===== config.mk =====
export PLATFORM = sky130hd
export DESIGN_NAME = nes_joypad_port_flat
export DESIGN_NICKNAME = d
export VERILOG_FILES = /design/src/rtl/nes_joypad_port_if.sv /design/src/rtl/nes_joypad_port.sv /design/src/flat_wrapper.sv
export SDC_FILE = /design/constraint.sdc
export NUM_CORES = 1
export LEC_CHECK = 0
export BUFFER_PORTS_ARGS = -buffer_cell sky130_fd_sc_hd__buf_2
export CAP_MARGIN = 20
export CORE_MARGIN = 10
export CORE_UTILIZATION = 35
export CTS_CLUSTER_SIZE = 20
export DETAILED_ROUTE_END_ITERATION = 6
export SETUP_SLACK_MARGIN = 0.05
export SLEW_MARGIN = 20
export SYNTH_ARGS = -nofsm -noshare
export SYNTH_HDL_FRONTEND = slang
export SYNTH_SLANG_ARGS = --single-unit

===== constraint.sdc =====
create_clock -name CLK -period 2.2 [get_ports CLK]
set_clock_uncertainty 0.1 [all_clocks]
set_input_delay 0.33 -clock CLK [delete_from_list [all_inputs] [get_ports CLK]]
set_output_delay 0.33 -clock CLK [all_outputs]
set_load 0.02 [all_outputs]

===== src/rtl/nes_joypad_port_if.sv =====
// CPU-side access bus for the NES joypad port ($4016/$4017).
// The master drives the access strobe, direction, pad select and write data.
// The slave returns the read data.
interface nes_joypad_port_if;
    logic       ENABLE;
    logic       WR;
    logic       PAD_SEL;
    logic [7:0] bus;
    logic [7:0] DATA;

    modport master (output ENABLE, output WR, output PAD_SEL, output bus, input DATA);
    modport slave  (input ENABLE, input WR, input PAD_SEL, input bus, output DATA);
endinterface


===== src/rtl/nes_joypad_port.sv =====
// NES two-pad controller port driven by USB HID keyboard keycodes.
// Keycodes are decoded through per-pad keymaps and registered into pressed_q.
// The $4016 strobe latch reloads both 8-bit shift registers.
// Each read of $4016/$4017 shifts one button out of the selected pad and shifts a 1 in.
// Optional feature: define NES_JOYPAD_TURBO_EN to add turbo A/B keys gated by a
// square wave whose half-period is TURBO_DIV clock cycles.
module nes_joypad_port #(
    parameter int          NUM_KEYS  = 6,
    parameter logic [63:0] KEYMAP0   = 64'h07_04_16_1A_1C_17_0B_0A,
    parameter logic [63:0] KEYMAP1   = 64'h4F_50_51_52_13_12_0F_0E,
    parameter logic [23:0] TURBO_DIV = 24'd447443
) (
    input  logic                  CLK,
    input  logic                  RESET,
    nes_joypad_port_if.slave      cpu,
    input  logic [8*NUM_KEYS-1:0] keycodes
);

    // A zero divider would make the turbo counter meaningless.
    if (TURBO_DIV == 24'd0) begin : g_bad_div
        $error("nes_joypad_port: TURBO_DIV must be nonzero");
    end

    // True when any nonzero keycode slot equals code.
    function automatic logic key_hit(input logic [7:0] code,
                                     input logic [8*NUM_KEYS-1:0] kc);
        logic hit;
        hit = 1'b0;
        for (int k = 0; k < NUM_KEYS; k++) begin
            if (kc[8*k +: 8] != 8'h00 && kc[8*k +: 8] == code)
                hit = 1'b1;
        end
        return hit;
    endfunction

    // Maps keycodes onto eight buttons; a zero keymap byte can never match.
    function automatic logic [7:0] decode_pad(input logic [63:0] map,
                                              input logic [8*NUM_KEYS-1:0] kc);
        logic [7:0] btn;
        btn = 8'h00;
        for (int b = 0; b < 8; b++)
            btn[b] = key_hit(map[8*b +: 8], kc);
        return btn;
    endfunction

    logic [1:0][7:0] pressed_q;
    logic [7:0]      dec0, dec1;
    logic [7:0]      turbo0, turbo1;
    logic            strobe_q;
    logic [7:0]      shift0, shift1;
    logic            rd;
    logic            live_bit;

`ifdef NES_JOYPAD_TURBO_EN
    logic [23:0] turbo_cnt;
    logic        turbo_phase;

    // Free-running turbo divider; phase toggles each time the count wraps.
    always_ff @(posedge CLK) begin
        if (RESET) begin
            turbo_cnt   <= 24'd0;
            turbo_phase <= 1'b0;
        end else if (turbo_cnt == TURBO_DIV - 24'd1) begin
            turbo_cnt   <= 24'd0;
            turbo_phase <= ~turbo_phase;
        end else begin
            turbo_cnt   <= turbo_cnt + 24'd1;
        end
    end

    // Turbo keys only ever contribute to the A (bit 0) and B (bit 1) buttons.
    always_comb begin
        turbo0 = {6'b0, key_hit(8'h0C, keycodes) & turbo_phase,
                        key_hit(8'h0D, keycodes) & turbo_phase};
        turbo1 = {6'b0, key_hit(8'h36, keycodes) & turbo_phase,
                        key_hit(8'h10, keycodes) & turbo_phase};
    end
`else
    assign turbo0 = 8'h00;
    assign turbo1 = 8'h00;
`endif

    // Combinational keymap decode merged with any turbo buttons.
    always_comb begin
        dec0 = decode_pad(KEYMAP0, keycodes) | turbo0;
        dec1 = decode_pad(KEYMAP1, keycodes) | turbo1;
    end

    // Register the live button state once per clock.
    always_ff @(posedge CLK) begin
        if (RESET) begin
            pressed_q <= '0;
        end else begin
            pressed_q[0] <= dec0;
            pressed_q[1] <= dec1;
        end
    end

    assign rd = cpu.ENABLE & ~cpu.WR;

    // Strobe latch plus the two shift registers; strobe reload beats read shifting.
    always_ff @(posedge CLK) begin
        if (RESET) begin
            strobe_q <= 1'b0;
            shift0   <= 8'h00;
            shift1   <= 8'h00;
        end else begin
            if (cpu.ENABLE && cpu.WR && !cpu.PAD_SEL)
                strobe_q <= cpu.bus[0];
            if (strobe_q) begin
                shift0 <= pressed_q[0];
                shift1 <= pressed_q[1];
            end else if (rd && !cpu.PAD_SEL) begin
                shift0 <= {1'b1, shift0[7:1]};
            end else if (rd && cpu.PAD_SEL) begin
                shift1 <= {1'b1, shift1[7:1]};
            end
        end
    end

    // While strobed, the A button is read live instead of from the shifter.
    always_comb begin
        if (strobe_q)
            live_bit = cpu.PAD_SEL ? pressed_q[1][0] : pressed_q[0][0];
        else
            live_bit = cpu.PAD_SEL ? shift1[0] : shift0[0];
    end

    assign cpu.DATA = {7'b0100000, live_bit};

    // Only bit 0 of the write data is meaningful for the strobe latch.
    wire unused_bus = &{1'b0, cpu.bus[7:1]};

endmodule


===== src/flat_wrapper.sv =====
// flat-port wrapper written by rule: the top's interface ports become plain ports
module nes_joypad_port_flat 
#(
    parameter int          NUM_KEYS  = 6,
    parameter logic [63:0] KEYMAP0   = 64'h07_04_16_1A_1C_17_0B_0A,
    parameter logic [63:0] KEYMAP1   = 64'h4F_50_51_52_13_12_0F_0E,
    parameter logic [23:0] TURBO_DIV = 24'd447443
)
  (CLK, RESET, keycodes, cpu_ENABLE, cpu_WR, cpu_PAD_SEL, cpu_bus, cpu_DATA);
  nes_joypad_port_if cpu_i ();
  input  logic CLK;
  input  logic RESET;
  input  logic [8*NUM_KEYS-1:0] keycodes;
  input wire logic [$bits(cpu_i.ENABLE)-1:0] cpu_ENABLE;
  input wire logic [$bits(cpu_i.WR)-1:0] cpu_WR;
  input wire logic [$bits(cpu_i.PAD_SEL)-1:0] cpu_PAD_SEL;
  input wire logic [$bits(cpu_i.bus)-1:0] cpu_bus;
  output wire logic [$bits(cpu_i.DATA)-1:0] cpu_DATA;
  assign cpu_i.ENABLE = cpu_ENABLE;
  assign cpu_i.WR = cpu_WR;
  assign cpu_i.PAD_SEL = cpu_PAD_SEL;
  assign cpu_i.bus = cpu_bus;
  assign cpu_DATA = cpu_i.DATA;
  nes_joypad_port #(.NUM_KEYS(NUM_KEYS), .KEYMAP0(KEYMAP0), .KEYMAP1(KEYMAP1), .TURBO_DIV(TURBO_DIV)) u_core (.CLK(CLK), .RESET(RESET), .cpu(cpu_i), .keycodes(keycodes));
endmodule

==> metrics.txt <==
outcome finished clean; Slew @ Worst Pin ~0.6 ns; post-synthesis cell type count 31; Final ANT Viol Nets 0; crit-path cells buf_2 > or4_1 > nor4_1 > a31oi_1 > a41oi_1; crit path from keycodes[27]; Root Driver clkbuf_8; switching power total around 350 µW; Worst Hold Path EP u_core.strobe_q$_SDFFE_PP0P_; fin nets 417; core region area 6459 µm²; Final GP Congestion just under 1; Avg Synthesized Cell Area roughly 7.8 µm²; Int Pwr ~900 µW; Initial Util 36.71%; Routed WL 7.475 mm; Synth area leaders dfxtp_1 28%, nor2_1 9.2%, mux2_1 6.6%, mux2i_1 6.3%, a31oi_1 6.1%; critical-path maximum fanout 6; Antenna Cells 0; Reg power frac around half; # hold bufs at CTS 0; fill count between 600 and 700; port bufs between 50 and 60; H-tree depth 2; capturing point of the worst reg2reg path u_core.shift1[7]$_SDFFE_PP0P_; R2R Setup Slk 1.03 ns; fin util 42.79%; die width between 100 and 150 µm; drt wl/cell approximately 17 µm; vias in the first global route ~2,500; total die area approximately 10,000 µm²; Setup Fix Bufs, Post-CTS 0; critical path class input port to flip-flop; Max Buffers Root-to-Sink 2; Combinational Power Share 18.0%; min-delay worst type input port to flip-flop; post-synthesis sequential area ratio ~28%; clock share of power between 30% and 40%; Startpoint Class input port; Crit path required time around 2.3 ns; flops & latches, synth 33; Fmax 0.6005 GHz; TritonCTS clock tree built; Max Cap Viol 0; clk_lat worst skew approximately 0.28 ns; Leak about 1.0 nW; max-slew violations 0; Pwr per Cell Area 453.1 nW/µm²; FFs w/ async S/R, synth 0%; GRT overflow 0; Tmin final approximately 1.7 ns; Synth Flop Type dfxtp_1; drt pass-1 iters 5; crit share post-route roughly three quarters; Crit-path slowest cell or4_1; max_slew headroom 59.92%; total power between 1 and 1.5 mW; Die H just over 100 µm; Row Count 29; Placed Cells incl. Taps around 430; DP Wirelength 6.216 mm; r2r startpoint u_core.strobe_q$_SDFFE_PP0P_; share of layout cells above drive strength 1 19.05%; gr usage total 14.33%; Post-Synth XOR/XNOR Area 0%; R2R depth 3; Top-Level Pins slightly below 70; Cell Count, Final, Fillers Out ~430; Post-Place Worst Slack about 0.31 ns; via count 2,516; pin count of the biggest net entering global routing 34; DR iter-0 viols 150; CTS buffer count 5; Post-synth EDFFs 0; cell taking the most area after synthesis dfxtp_1; antenna violations before repair 0; Hold Slack 0.1849 ns; hold path cells 3; RSZ-0062 raised after global routing false; min-delay src cpu_bus[0]; synth cell count leaders 58 x nor2_1, 33 x dfxtp_1, 23 x a31oi_1, 18 x nor3_1; mux cell area share after synthesis between 10 and 15%; Critical Path AT around 1.7 ns; # resized after CTS 0; VDD IR max between 0.15 and 0.2 mV; largest stage delay on the critical path between 0.5 and 0.6 ns; post-synth design cell area 2371 µm²; Yosys warning count 0; Post-Synth Simple-Gate Area between 30% and 40%; Syn Inst Count 304; worst setup margin about 0.53 ns; Synth Area in Compound Gates about 17%; Final setup viols 0; share of the synthesized area in the top cell type 27.86%; most common cell in the synthesized netlist nor2_1; Final Cell Area about 2800 µm²; Setup TNS Final 0 ns; nature of the critical path endpoint flip-flop; Post-Synth Adder-Cell Area 0%; clock-pin slew on the worst setup and hold paths roughly 0.060 ns; largest family of logic cells by synthesized area simple AND/OR/NAND/NOR gates; Switching Share around 28%; routed vias/inst around 5.8; first-pass GRT wire length between 10 and 15 mm; Clock Sinks 33; DRC Markers 0; area grow syn2layout 16.57%; Hold Fails Final Rpt 0; placed cell area between 2000 and 3000 µm²
==> cell type report <==
cell class	count	area, µm²	share of cell area (%)
sequential	33	660.6	23.90
clock inverter	2	10.01	0.3622
inverter	8	30.03	1.086
timing repair buffer	56	285.3	10.32
clock buffer	6	72.57	2.626
multi-input combinational	252	1609	58.22
tap	77	96.34	3.486
==> layer usage <==
| metal | routed length (µm) | global-route usage (%) |
|---|---|---|
| met1 | 3151 | 16.14 |
| met2 | 3403 | 24.05 |
| met3 | 632 | 4.116 |
| met4 | 286 | 7.592 |
| met5 | 0 | 0 |
==> power groups by stage <==
stage	sequential, mW	clock, mW	combinational [mW]
2_1_floorplan	0.620	0	0.124
3_3_place_gp	0.621	0	0.219
3_5_place_dp	0.621	0	0.222
4_1_cts	0.608	0.439	0.222
5_1_grt	0.609	0.472	0.247
6_report	0.608	0.419	0.225
==> critical path: cells and delay by family <==
family | cells | cell delay (ns)
buf+inv | 1 | 0.13
compound gates | 2 | 0.38
simple gates | 2 | 0.90
==> flip-flops by register name (all words and copies together) (netlist names) <==
signal,cells
u_core.strobe_q,1
u_core.shift1,8
u_core.shift0,8
u_core.pressed_q,16
==> cells in the final DEF, fill, tap and decap left out, types with 8 or more instances in the layout <==
master / netlist / routed
a21oi_1: 9 / 9
a22oi_1: 16 / 16
a31oi_1: 23 / 23
buf_2: 0 / 54
dfxtp_1: 33 / 33
inv_1: 8 / 8
mux2_1: 14 / 14
mux2i_1: 15 / 15
nand2_1: 15 / 15
nand2b_1: 9 / 9
nor2_1: 58 / 58
nor2b_1: 11 / 11
nor3_1: 18 / 18
nor4_1: 16 / 16
or4b_1: 9 / 9
==> worst max-delay path by stage <==
stage                                                 end  slack (ns)  cells past startpoint
after floorplan            u_core.pressed_q[6]$_SDFF_PP0_        0.51                      3
after global placement     u_core.pressed_q[3]$_SDFF_PP0_        0.29                      5
after detailed placement   u_core.pressed_q[3]$_SDFF_PP0_        0.31                      5
after CTS                                     cpu_DATA[0]        0.54                      2
after global routing                          cpu_DATA[0]        0.49                      2
final                     u_core.pressed_q[13]$_SDFF_PP0_        0.53                      5
==> kinds of logic after synthesis <==
logic type,after synthesis
compound gates,58
buf+inv,24
flops,33
mux,30
other cells,2
simple gates,157
No activity file was read; power rests on OpenSTA's default activity.
